## src/rtl/resp_tx_framer.sv

```systemverilog
// resp_tx_framer: captures register-read bytes and 16-bit ALU results into a
// small byte FIFO (ALU result split LSB then MSB) and hands bytes one at a time
// to the UART transmitter with a level-valid / Busy-acknowledge handshake,
// re-presenting a byte after TIMEOUT cycles without Busy.
module resp_tx_framer #(
    parameter int unsigned DATA_WIDTH = 8,
    parameter int unsigned FIFO_DEPTH = 4,
    parameter int unsigned TIMEOUT    = 64
) (
    input  logic                    REF_CLK,
    input  logic                    SYNC_RST1,
    input  logic [DATA_WIDTH-1:0]   RdData,
    input  logic                    RdData_Valid,
    input  logic [2*DATA_WIDTH-1:0] ALU_OUT,
    input  logic                    OUT_VALID,
    input  logic                    Busy,
    output logic [DATA_WIDTH-1:0]   TX_P_DATA,
    output logic                    TX_D_VLD,
    output logic                    resp_full,
    output logic                    drop_err,
    output logic                    timeout_err
);

    localparam int unsigned AW = $clog2(FIFO_DEPTH);
    localparam int unsigned CW = AW + 1;
    localparam int unsigned TW = (TIMEOUT > 1) ? $clog2(TIMEOUT) : 1;

    typedef enum logic [1:0] {
        S_IDLE,
        S_SEND,
        S_WAIT_DONE,
        S_GAP
    } state_t;

    // strobe history and edge detection
    logic                  r_rd_vld_q;
    logic                  r_alu_vld_q;
    logic                  w_rd_rise;
    logic                  w_alu_rise;

    // push sizing
    logic [1:0]            w_needed;
    logic [CW-1:0]         w_free;
    logic                  w_push_ok;
    logic                  w_drop;
    logic [1:0]            w_push_cnt;

    // FIFO storage and bookkeeping
    logic [DATA_WIDTH-1:0] r_mem [FIFO_DEPTH];
    logic [AW-1:0]         r_wr_ptr;
    logic [AW-1:0]         r_rd_ptr;
    logic [AW-1:0]         w_wr_alu;
    logic [CW-1:0]         r_count;
    logic [CW-1:0]         w_count_next;
    logic                  w_pop;

    // transmit FSM
    state_t                r_state;
    state_t                w_state_next;
    logic [TW-1:0]         r_timer;
    logic [TW-1:0]         w_timer_next;
    logic                  r_gap;
    logic                  w_gap_next;
    logic [DATA_WIDTH-1:0] r_tx_data;
    logic [DATA_WIDTH-1:0] w_tx_data_next;
    logic                  r_tx_vld;
    logic                  w_tx_vld_next;
    logic                  w_tout_next;

    // registered status outputs
    logic                  r_full;
    logic                  r_drop;
    logic                  r_tout;

    assign TX_P_DATA   = r_tx_data;
    assign TX_D_VLD    = r_tx_vld;
    assign resp_full   = r_full;
    assign drop_err    = r_drop;
    assign timeout_err = r_tout;

    // Detect strobe rises and decide whether this edge's bytes fit as a whole.
    always_comb begin
        w_rd_rise  = RdData_Valid & ~r_rd_vld_q;
        w_alu_rise = OUT_VALID & ~r_alu_vld_q;
        // {alu, rd} read as a binary number is exactly 2*alu + 1*rd bytes
        w_needed   = {w_alu_rise, w_rd_rise};
        w_free     = CW'(FIFO_DEPTH) - r_count;
        w_push_ok  = (w_needed != 2'd0) && ({{(CW-2){1'b0}}, w_needed} <= w_free);
        w_drop     = (w_needed != 2'd0) && !w_push_ok;
        w_push_cnt = w_push_ok ? w_needed : 2'd0;
        w_wr_alu   = r_wr_ptr + AW'(w_rd_rise);
    end

    // Occupancy after this edge; a same-edge pop is applied here, not to free space.
    always_comb begin
        w_count_next = r_count + CW'(w_push_cnt) - CW'(w_pop);
    end

    // Write accepted bytes in order: read byte, ALU LSB, ALU MSB.
    always_ff @(posedge REF_CLK) begin
        if (w_push_ok) begin
            if (w_rd_rise) begin
                r_mem[r_wr_ptr] <= RdData;
            end
            if (w_alu_rise) begin
                r_mem[w_wr_alu]          <= ALU_OUT[DATA_WIDTH-1:0];
                r_mem[w_wr_alu + AW'(1)] <= ALU_OUT[2*DATA_WIDTH-1:DATA_WIDTH];
            end
        end
    end

    // Strobe history, FIFO pointers, occupancy and status pulses.
    always_ff @(posedge REF_CLK or negedge SYNC_RST1) begin
        if (!SYNC_RST1) begin
            r_rd_vld_q  <= 1'b0;
            r_alu_vld_q <= 1'b0;
            r_wr_ptr    <= '0;
            r_rd_ptr    <= '0;
            r_count     <= '0;
            r_full      <= 1'b0;
            r_drop      <= 1'b0;
        end else begin
            r_rd_vld_q  <= RdData_Valid;
            r_alu_vld_q <= OUT_VALID;
            r_wr_ptr    <= r_wr_ptr + AW'(w_push_cnt);
            r_rd_ptr    <= r_rd_ptr + AW'(w_pop);
            r_count     <= w_count_next;
            r_full      <= (w_count_next > CW'(FIFO_DEPTH - 2));
            r_drop      <= w_drop;
        end
    end

    // Transmit FSM next-state: pop, present, wait for Busy, or back off and retry.
    always_comb begin
        w_state_next   = r_state;
        w_timer_next   = r_timer;
        w_gap_next     = r_gap;
        w_tx_data_next = r_tx_data;
        w_tx_vld_next  = r_tx_vld;
        w_tout_next    = 1'b0;
        w_pop          = 1'b0;
        case (r_state)
            S_IDLE: begin
                if ((r_count != '0) && !Busy) begin
                    w_pop          = 1'b1;
                    w_tx_data_next = r_mem[r_rd_ptr];
                    w_tx_vld_next  = 1'b1;
                    w_timer_next   = '0;
                    w_state_next   = S_SEND;
                end
            end
            S_SEND: begin
                if (Busy) begin
                    w_tx_vld_next = 1'b0;
                    w_state_next  = S_WAIT_DONE;
                end else if (r_timer == TW'(TIMEOUT - 1)) begin
                    w_tx_vld_next = 1'b0;
                    w_tout_next   = 1'b1;
                    w_gap_next    = 1'b0;
                    w_state_next  = S_GAP;
                end else begin
                    w_timer_next = r_timer + TW'(1);
                end
            end
            S_WAIT_DONE: begin
                if (!Busy) begin
                    w_state_next = S_IDLE;
                end
            end
            S_GAP: begin
                // the hold register still owns the byte, so retry needs no pop
                if (r_gap) begin
                    w_tx_vld_next = 1'b1;
                    w_timer_next  = '0;
                    w_state_next  = S_SEND;
                end else begin
                    w_gap_next = 1'b1;
                end
            end
            default: begin
                w_state_next  = S_IDLE;
                w_tx_vld_next = 1'b0;
            end
        endcase
    end

    // Transmit FSM state, hold register and handshake outputs.
    always_ff @(posedge REF_CLK or negedge SYNC_RST1) begin
        if (!SYNC_RST1) begin
            r_state   <= S_IDLE;
            r_timer   <= '0;
            r_gap     <= 1'b0;
            r_tx_data <= '0;
            r_tx_vld  <= 1'b0;
            r_tout    <= 1'b0;
        end else begin
            r_state   <= w_state_next;
            r_timer   <= w_timer_next;
            r_gap     <= w_gap_next;
            r_tx_data <= w_tx_data_next;
            r_tx_vld  <= w_tx_vld_next;
            r_tout    <= w_tout_next;
        end
    end

endmodule
```

## config.mk

```make
export PLATFORM = sky130hd
export DESIGN_NAME = resp_tx_framer
export DESIGN_NICKNAME = d
export VERILOG_FILES = /design/src/rtl/resp_tx_framer.sv
export SDC_FILE = /design/constraint.sdc
export NUM_CORES = 1
export LEC_CHECK = 0
export BUFFER_PORTS_ARGS = -buffer_cell sky130_fd_sc_hd__clkbuf_2
export CAP_MARGIN = 25
export CORE_MARGIN = 5
export CORE_UTILIZATION = 55
export CTS_CLUSTER_DIAMETER = 30
export DETAILED_ROUTE_END_ITERATION = 12
export PLACE_DENSITY = 0.77
export SLEW_MARGIN = 20
export SYNTH_ARGS = -nofsm -noshare
export SYNTH_HDL_FRONTEND = slang
export SYNTH_SLANG_ARGS = --single-unit
```

## constraint.sdc

```tcl
create_clock -name REF_CLK -period 3.68 [get_ports REF_CLK]
set_input_delay 0.184 -clock REF_CLK [delete_from_list [all_inputs] [get_ports REF_CLK]]
set_output_delay 0.184 -clock REF_CLK [all_outputs]
set_load 0.1 [all_outputs]
```

== Yosys cells after proc, flatten, opt, wreduce, memory -nomap -nowiden ==
Memories as Yosys holds them, arrays and structs flattened. A register that Yosys moved wholly into a read port is not among the register bits.
Cells that the tools add are included.

* Bits in registers: 22
* Bits in writable memories: 32
* Input bits: 29
* Output and inout port bits: 12
* Logic and storage cells: 84
* Memories kept: 1

* Add/subtract/negate cells: 8
* Order comparisons: 2
* Equal/unequal tests: 11
* Mux-type cells: 30
* Bitwise operators: 4
* Reductions and logical operators: 16

{| class="wikitable"
|+ Memory list
! memory !! depth !! width !! read ports !! clocked after memory_dff !! wr ports !! RTL line !! source
|-
| r_mem || 4 || 8 || 1 || 1 || 3 || 49 || <nowiki>logic [DATA_WIDTH-1:0] r_mem [FIFO_DEPTH];</nowiki>
|}

{| class="wikitable"
|+ Operator list
! cell !! number
|-
| 6-bit two-way mux || 4
|-
| 6-bit case mux with 3 select lines || 1
|-
| 1-bit two-way mux || 16
|-
| 2-bit two-way mux || 6
|-
| 2-bit inequality test, second input constant || 6
|-
| 2-bit case mux with 4 select lines || 1
|-
| 4-bit AND reduction || 2
|-
| 6-bit by 1-bit adder with 6-bit output, second input constant || 1
|-
| 6-bit equality test, second input constant || 1
|-
| 3-bit nonzero test || 2
|-
| 5-bit AND reduction || 1
|-
| 2-bit by 1-bit adder with 2-bit output || 2
|-
| 2-bit equality test, second input constant || 2
|-
| 2-bit nonzero test || 2
|-
| 3-bit by 2-bit adder with 3-bit output || 1
|-
| 3-bit by 2-bit > comparator with 1-bit output, second input constant || 1
|-
| 2-bit by 3-bit less-or-equal comparator with 1-bit output || 1
|-
| 1-bit logical AND || 3
|-
| 1-bit logical NOT || 3
|-
| 3-bit inequality test, second input constant || 1
|-
| 1-bit case mux with 3 select lines || 1
|-
| 3-bit AND reduction || 1
|-
| 3-bit by 1-bit subtractor with 3-bit output || 1
|-
| 3-bit subtractor, first input constant || 1
|-
| other kinds (8) || 10
|}

== Depth between registers and ports, before layout ==
* Depth after elaboration: 8
* Gate-level depth with buffers: 14
* Depth with buffers taken out: 13

== Worst setup path after synthesis ==
No wires, ideal clock.

* Kind: flip-flop to flip-flop
* Start: register r_alu_vld_q
* End: register r_full (netlist: resp_full)
* Library setup time: 0.118 ns
* Data arrival time: 3.076 ns
* Required time: 3.562 ns
* Setup slack: 0.486 ns
* Cell stages (with the launch flop): 14
* Path buffers: 2
* Period minus slack after synthesis: 3.194 ns
* Cells stage by stage: dfrtp_1 nand2b_1 inv_1 clkbuf_1 ha_1 nor2b_1 o211ai_2 buf_2 nand2_1 ha_1 fa_1 xor2_1 xnor2_1 a21o_1

* Word-level cells in the longest chain between the ends: 8
* Elaborated cells on any way between the ends: 9
* Classes of those cells: add/sub (2); order compare (2); mux (1); bitwise (2); reduce/logical (2)

{| class="wikitable"
|+ Ends and longest elaborated chain
! item !! RTL line !! source
|-
| from (decl) || 37 || <nowiki>logic r_alu_vld_q;</nowiki>
|-
| from (signal assigned) || 116 || <nowiki>r_alu_vld_q <= 1'b0;</nowiki>
|-
| from (signal assigned) || 124 || <nowiki>r_alu_vld_q <= OUT_VALID;</nowiki>
|-
| 1-bit inverter (*) || 84 || <nowiki>w_alu_rise = OUT_VALID & ~r_alu_vld_q;</nowiki>
|-
| 1-bit bitwise AND (*) || 84 ||
|-
| 2-bit by 3-bit less-or-equal comparator with 1-bit output / 2-bit nonzero test (equally long branches) || 88 || <nowiki>w_push_ok = (w_needed != 2'd0) && ({{(CW-2){1'b0}}, w_needed} <= w_free);</nowiki>
|-
| 1-bit logical AND || 88 ||
|-
| 2-bit two-way mux (*) || 90 || <nowiki>w_push_cnt = w_push_ok ? w_needed : 2'd0;</nowiki>
|-
| 3-bit by 2-bit adder with 3-bit output (*) || 96 || <nowiki>w_count_next = r_count + CW'(w_push_cnt) - CW'(w_pop);</nowiki>
|-
| 3-bit by 1-bit subtractor with 3-bit output (*) || 96 ||
|-
| via w_count_next[2] || 54 || <nowiki>logic [CW-1:0] w_count_next;</nowiki>
|-
| 3-bit by 2-bit > comparator with 1-bit output (*) || 128 || <nowiki>r_full <= (w_count_next > CW'(FIFO_DEPTH - 2));</nowiki>
|-
| to (signal assigned) || 128 ||
|-
| to (decl) || 71 || <nowiki>logic r_full;</nowiki>
|}

Mark *: on every way through the listed nets, which the timed path passes. The rest lies on a longest branch.
A chain may end at the register's enable or synchronous reset.

== Worst setup path in the final report ==
* Start: register r_count[0]
* End: register r_full (netlist: resp_full)

* Word-level cells in the longest chain between the ends: 7
* Elaborated cells on any way between the ends: 11
* Classes of those cells: add/sub (3); order compare (2); mux (3); reduce/logical (3)

{| class="wikitable"
|+ Ends and longest elaborated chain
! item !! RTL line !! source
|-
| from (decl) || 53 || <nowiki>logic [CW-1:0] r_count;</nowiki>
|-
| from (signal assigned) || 127 || <nowiki>r_count <= w_count_next;</nowiki>
|-
| 3-bit subtractor || 87 || <nowiki>w_free = CW'(FIFO_DEPTH) - r_count;</nowiki>
|-
| 2-bit by 3-bit less-or-equal comparator with 1-bit output || 88 ||
|-
| 1-bit logical AND || 88 ||
|-
| 2-bit two-way mux || 90 ||
|-
| 3-bit by 2-bit adder with 3-bit output || 96 ||
|-
| 3-bit by 1-bit subtractor with 3-bit output (*) || 96 ||
|-
| via w_count_next[2] || 54 ||
|-
| 3-bit by 2-bit > comparator with 1-bit output (*) || 128 ||
|}

Marks and branches as above.

==> impl_metrics.json <==
{
  "synth_async_sr_flop_share_pct": 48.39,
  "grt_max_degree": 44,
  "drv_slew": 0,
  "detail-route-antenna-nets": 0,
  "ir_drop_uv": 904.5,
  "synth_xor_area_share_pct": 2.286,
  "synth_top_family_by_area": "compound AO/OA/AOI/OAI gates",
  "grt_pass1_wl_um": 15040,
  "die_area_mm2": 0.008511,
  "maxCapViolCount": 0,
  "post-place-cells": 454,
  "final.setup_skew_ns": 0.006500,
  "synth_cells": 344,
  "critPathArrivalTime_ns": 3.14,
  "synth_warnings": 0,
  "synth-edff-count": 32,
  "fin_cells": 473,
  "ios": 41,
  "final_cell_area_mm2": 0.004245,
  "rsz0062_at_grt": "no",
  "avgSynthCellArea_um2": 10.82,
  "cts.clk_slew.worst_paths_ns": 0.07,
  "n_fill_cell": 527,
  "cts-htree-levels": 3,
  "final_util_pct": 63.54,
  "r2r-start": "r_count[0]$_DFF_PN0_",
  "place_congestion": 0.9101,
  "first_global_vias": 3032,
  "fin_crit_sh_pct": 79.21,
  "fp.coreArea_mm2": 0.006681,
  "synthFlopType": "edfxtp_1",
  "cp-start-kind": "flip-flop",
  "yosysUniqueCellTypes": 50,
  "relSlewSlack_pct": 33.23,
  "placed_area_mm2": 0.004003,
  "worstSkewPairLatency_ns": 0.33,
  "worstSetupEndpointType": "flip-flop",
  "antenna_found_initial": 0,
  "post_drt_wl_per_cell_um": 19.30,
  "synthSimpleGateAreaFrac_pct": 9.953,
  "worstSetupPathType": "reg -> reg",
  "num_rows": 30,
  "start_util_pct": 55.69,
  "muxShareOfSynthArea_pct": 9.987,
  "die_h_um": 92.26,
  "final.min_clock_period_ns": 2.915,
  "clock.fmax_ghz": 0.3431,
  "clk_path_buf_depth": 2,
  "seq_area_mm2": 0.001712,
  "final_hold_viol_count": 0,
  "cts_resized": 0,
  "grt_overflow": 0,
  "synth_area_mm2": 0.003721,
  "hp-class": "in -> reg",
  "drc_errors": 0,
  "total_power_uw": 4240,
  "clock-sinks": 62,
  "syn-num-nets": 389,
  "p_leak_uw": 0.001795,
  "post_route_cells_drive_above_1_share_pct": 24.43,
  "setup_viol": 0,
  "grt_util_all_layers_pct": 22.67,
  "required_ns": 3.90,
  "dr.pass1.iters": 6,
  "vias_per_cell": 6.402,
  "status": "finished clean",
  "seq_area_frac_synth_pct": 46.00,
  "post_cts_buffers": 0,
  "multi_input_area_mm2": 0.001807,
  "place.detailed.hpwl_um": 6171,
  "syn2layout_area_growth_pct": 14.09,
  "synth-compound-area-share_pct": 20.75,
  "vias": 3028,
  "startpoint": "r_count[0]$_DFF_PN0_",
  "synth-adder-area-share_pct": 5.582,
  "antennaDiodeCount": 0,
  "tritoncts": "built",
  "nNetsFinal": 433,
  "hp-start": "Busy",
  "setup_tns_ns": 0,
  "clock-root-buffer": "clkbuf_8",
  "synth-seq-cells": 62,
  "worst_slew_pin_slew_ns": 0.9979,
  "powerDensity_mw_per_mm2": 998.7,
  "drt_iter0_drc": 306,
  "numCtsBuffers": 9,
  "die_w_um": 92.26,
  "io_buffers": 40,
  "cp_max_fo": 5,
  "wirelength_um": 9131
}
[critical path, cell delays in order, from the launching register on]
cell and delay (ns):
dfrtp_1 0.35, inv_1 0.07, ha_1 0.29, inv_1 0.04, ha_1 0.28, nor2b_1 0.16
o211ai_2 0.18, nand2_1 0.20, ha_1 0.34, fa_1 0.44, xor2_1 0.16, xnor2_1 0.14
a21o_1 0.15
[cell usage in the layout (no fill, tap or decap), drive strengths merged, types with 2 or more instances in the layout]
master / Yosys / final
a211o: 8 / 8
a21o: 3 / 3
a21oi: 61 / 61
a221o: 2 / 2
a311o: 8 / 8
and3: 2 / 2
buf: 11 / 12
bufinv: 0 / 2
clkbuf: 11 / 49
clkinv: 0 / 3
clkinvlp: 0 / 2
dfrtp: 30 / 30
dlygate4sd3: 0 / 3
edfxtp: 32 / 32
ha: 15 / 15
inv: 25 / 25
mux2: 9 / 9
mux2i: 9 / 9
mux4: 8 / 8
nand2: 10 / 10
nand2b: 7 / 7
nand3: 5 / 5
nor2: 18 / 18
nor3: 13 / 13
nor4: 2 / 2
o211ai: 4 / 4
o21ai: 3 / 3
o22ai: 4 / 4
o311ai: 16 / 16
or2b: 5 / 5
xnor2: 4 / 4
xor2: 4 / 4
[final timing paths]
check,to,slack [ns],cells after the start
worst max register to register,resp_full$_DFF_PN0_,0.77,12
worst min register to register,TX_D_VLD$_DFFE_PN0P_,0.48,1
min in group asynchronous,r_wr_ptr[0]$_DFF_PN0_,0.46,2
worst min-delay path,r_state[1]$_DFFE_PN0P_,0.19,3
max in group asynchronous,TX_P_DATA[2]$_DFFE_PN0P_,2.72,2
worst max-delay path,resp_full$_DFF_PN0_,0.77,12
[routing by layer]
layer	vias up	part of all wire, %	global-route usage [%]
li1	1398	-	-
met1	1449	41	29.64
met2	148	48	35.83
met3	33	8.0	3.856
met4	0	3.4	12.50
met5	-	0	0
[kinds of logic (layout without fill, tap and decap cells)]
group	Yosys count	in the layout
flops	62	62
buf+inv	47	96
mux	26	26
compound gates	116	116
simple gates	69	69
xor+xnor	8	8
fa+ha+maj	16	16
[synthesized netlist by cell type, drive strengths merged (10+ instances only)]
cell    instances  area, um2
a21oi          61      305.3
buf            11      67.56
clkbuf         11      41.29
dfrtp          30      750.7
edfxtp         32      960.9
ha             15      187.7
inv            25      93.84
nand2          10      40.04
nor2           18      85.08
nor3           13      65.06
o311ai         16      140.1
[state kept, by name (all words and copies together), names as in the netlist]
register     count
r_mem           32
TX_P_DATA        8
r_timer          6
r_count          3
r_rd_ptr         2
r_state          2
r_wr_ptr         2
TX_D_VLD         1
drop_err         1
r_alu_vld_q      1
r_gap            1
r_rd_vld_q       1
resp_full        1
timeout_err      1
[final cells by class]
| type | instances | share of cell area, % |
|---|---|---|
| Multi-Input combinational cell | 235 | 42.56 |
| Tap cell | 80 | 2.358 |
| Inverter | 25 | 2.210 |
| Timing Repair Buffer | 55 | 7.545 |
| Clock inverter | 7 | 2.093 |
| Clock buffer | 9 | 2.918 |
| Sequential cell | 62 | 40.32 |
[per-stage QoR]
| step | hold WS (ns) | worst slack [ns] |
|---|---|---|
| CTS | 0.1632 | 0.7783 |
| floorplan | -0.1116 | 0.4862 |
| global route | 0.1988 | 0.6670 |
| finish | 0.1940 | 0.7650 |
| detailed placement | 0.3083 | 0.8031 |
| global placement | 0.2978 | 0.9608 |
[power by group]
group,switching [uW],internal (uW),leakage (uW)
clock network,268,376,0.000103
registers,187,1070,0.000658
logic,1530,815,0.00103
[repair_timing]
action                                  CTS  global route
endpoints found under the hold margin    32             0
endpoints found under the setup margin    0             0
hold buffers                              3             0
No activity file was read; power rests on OpenSTA's default activity.
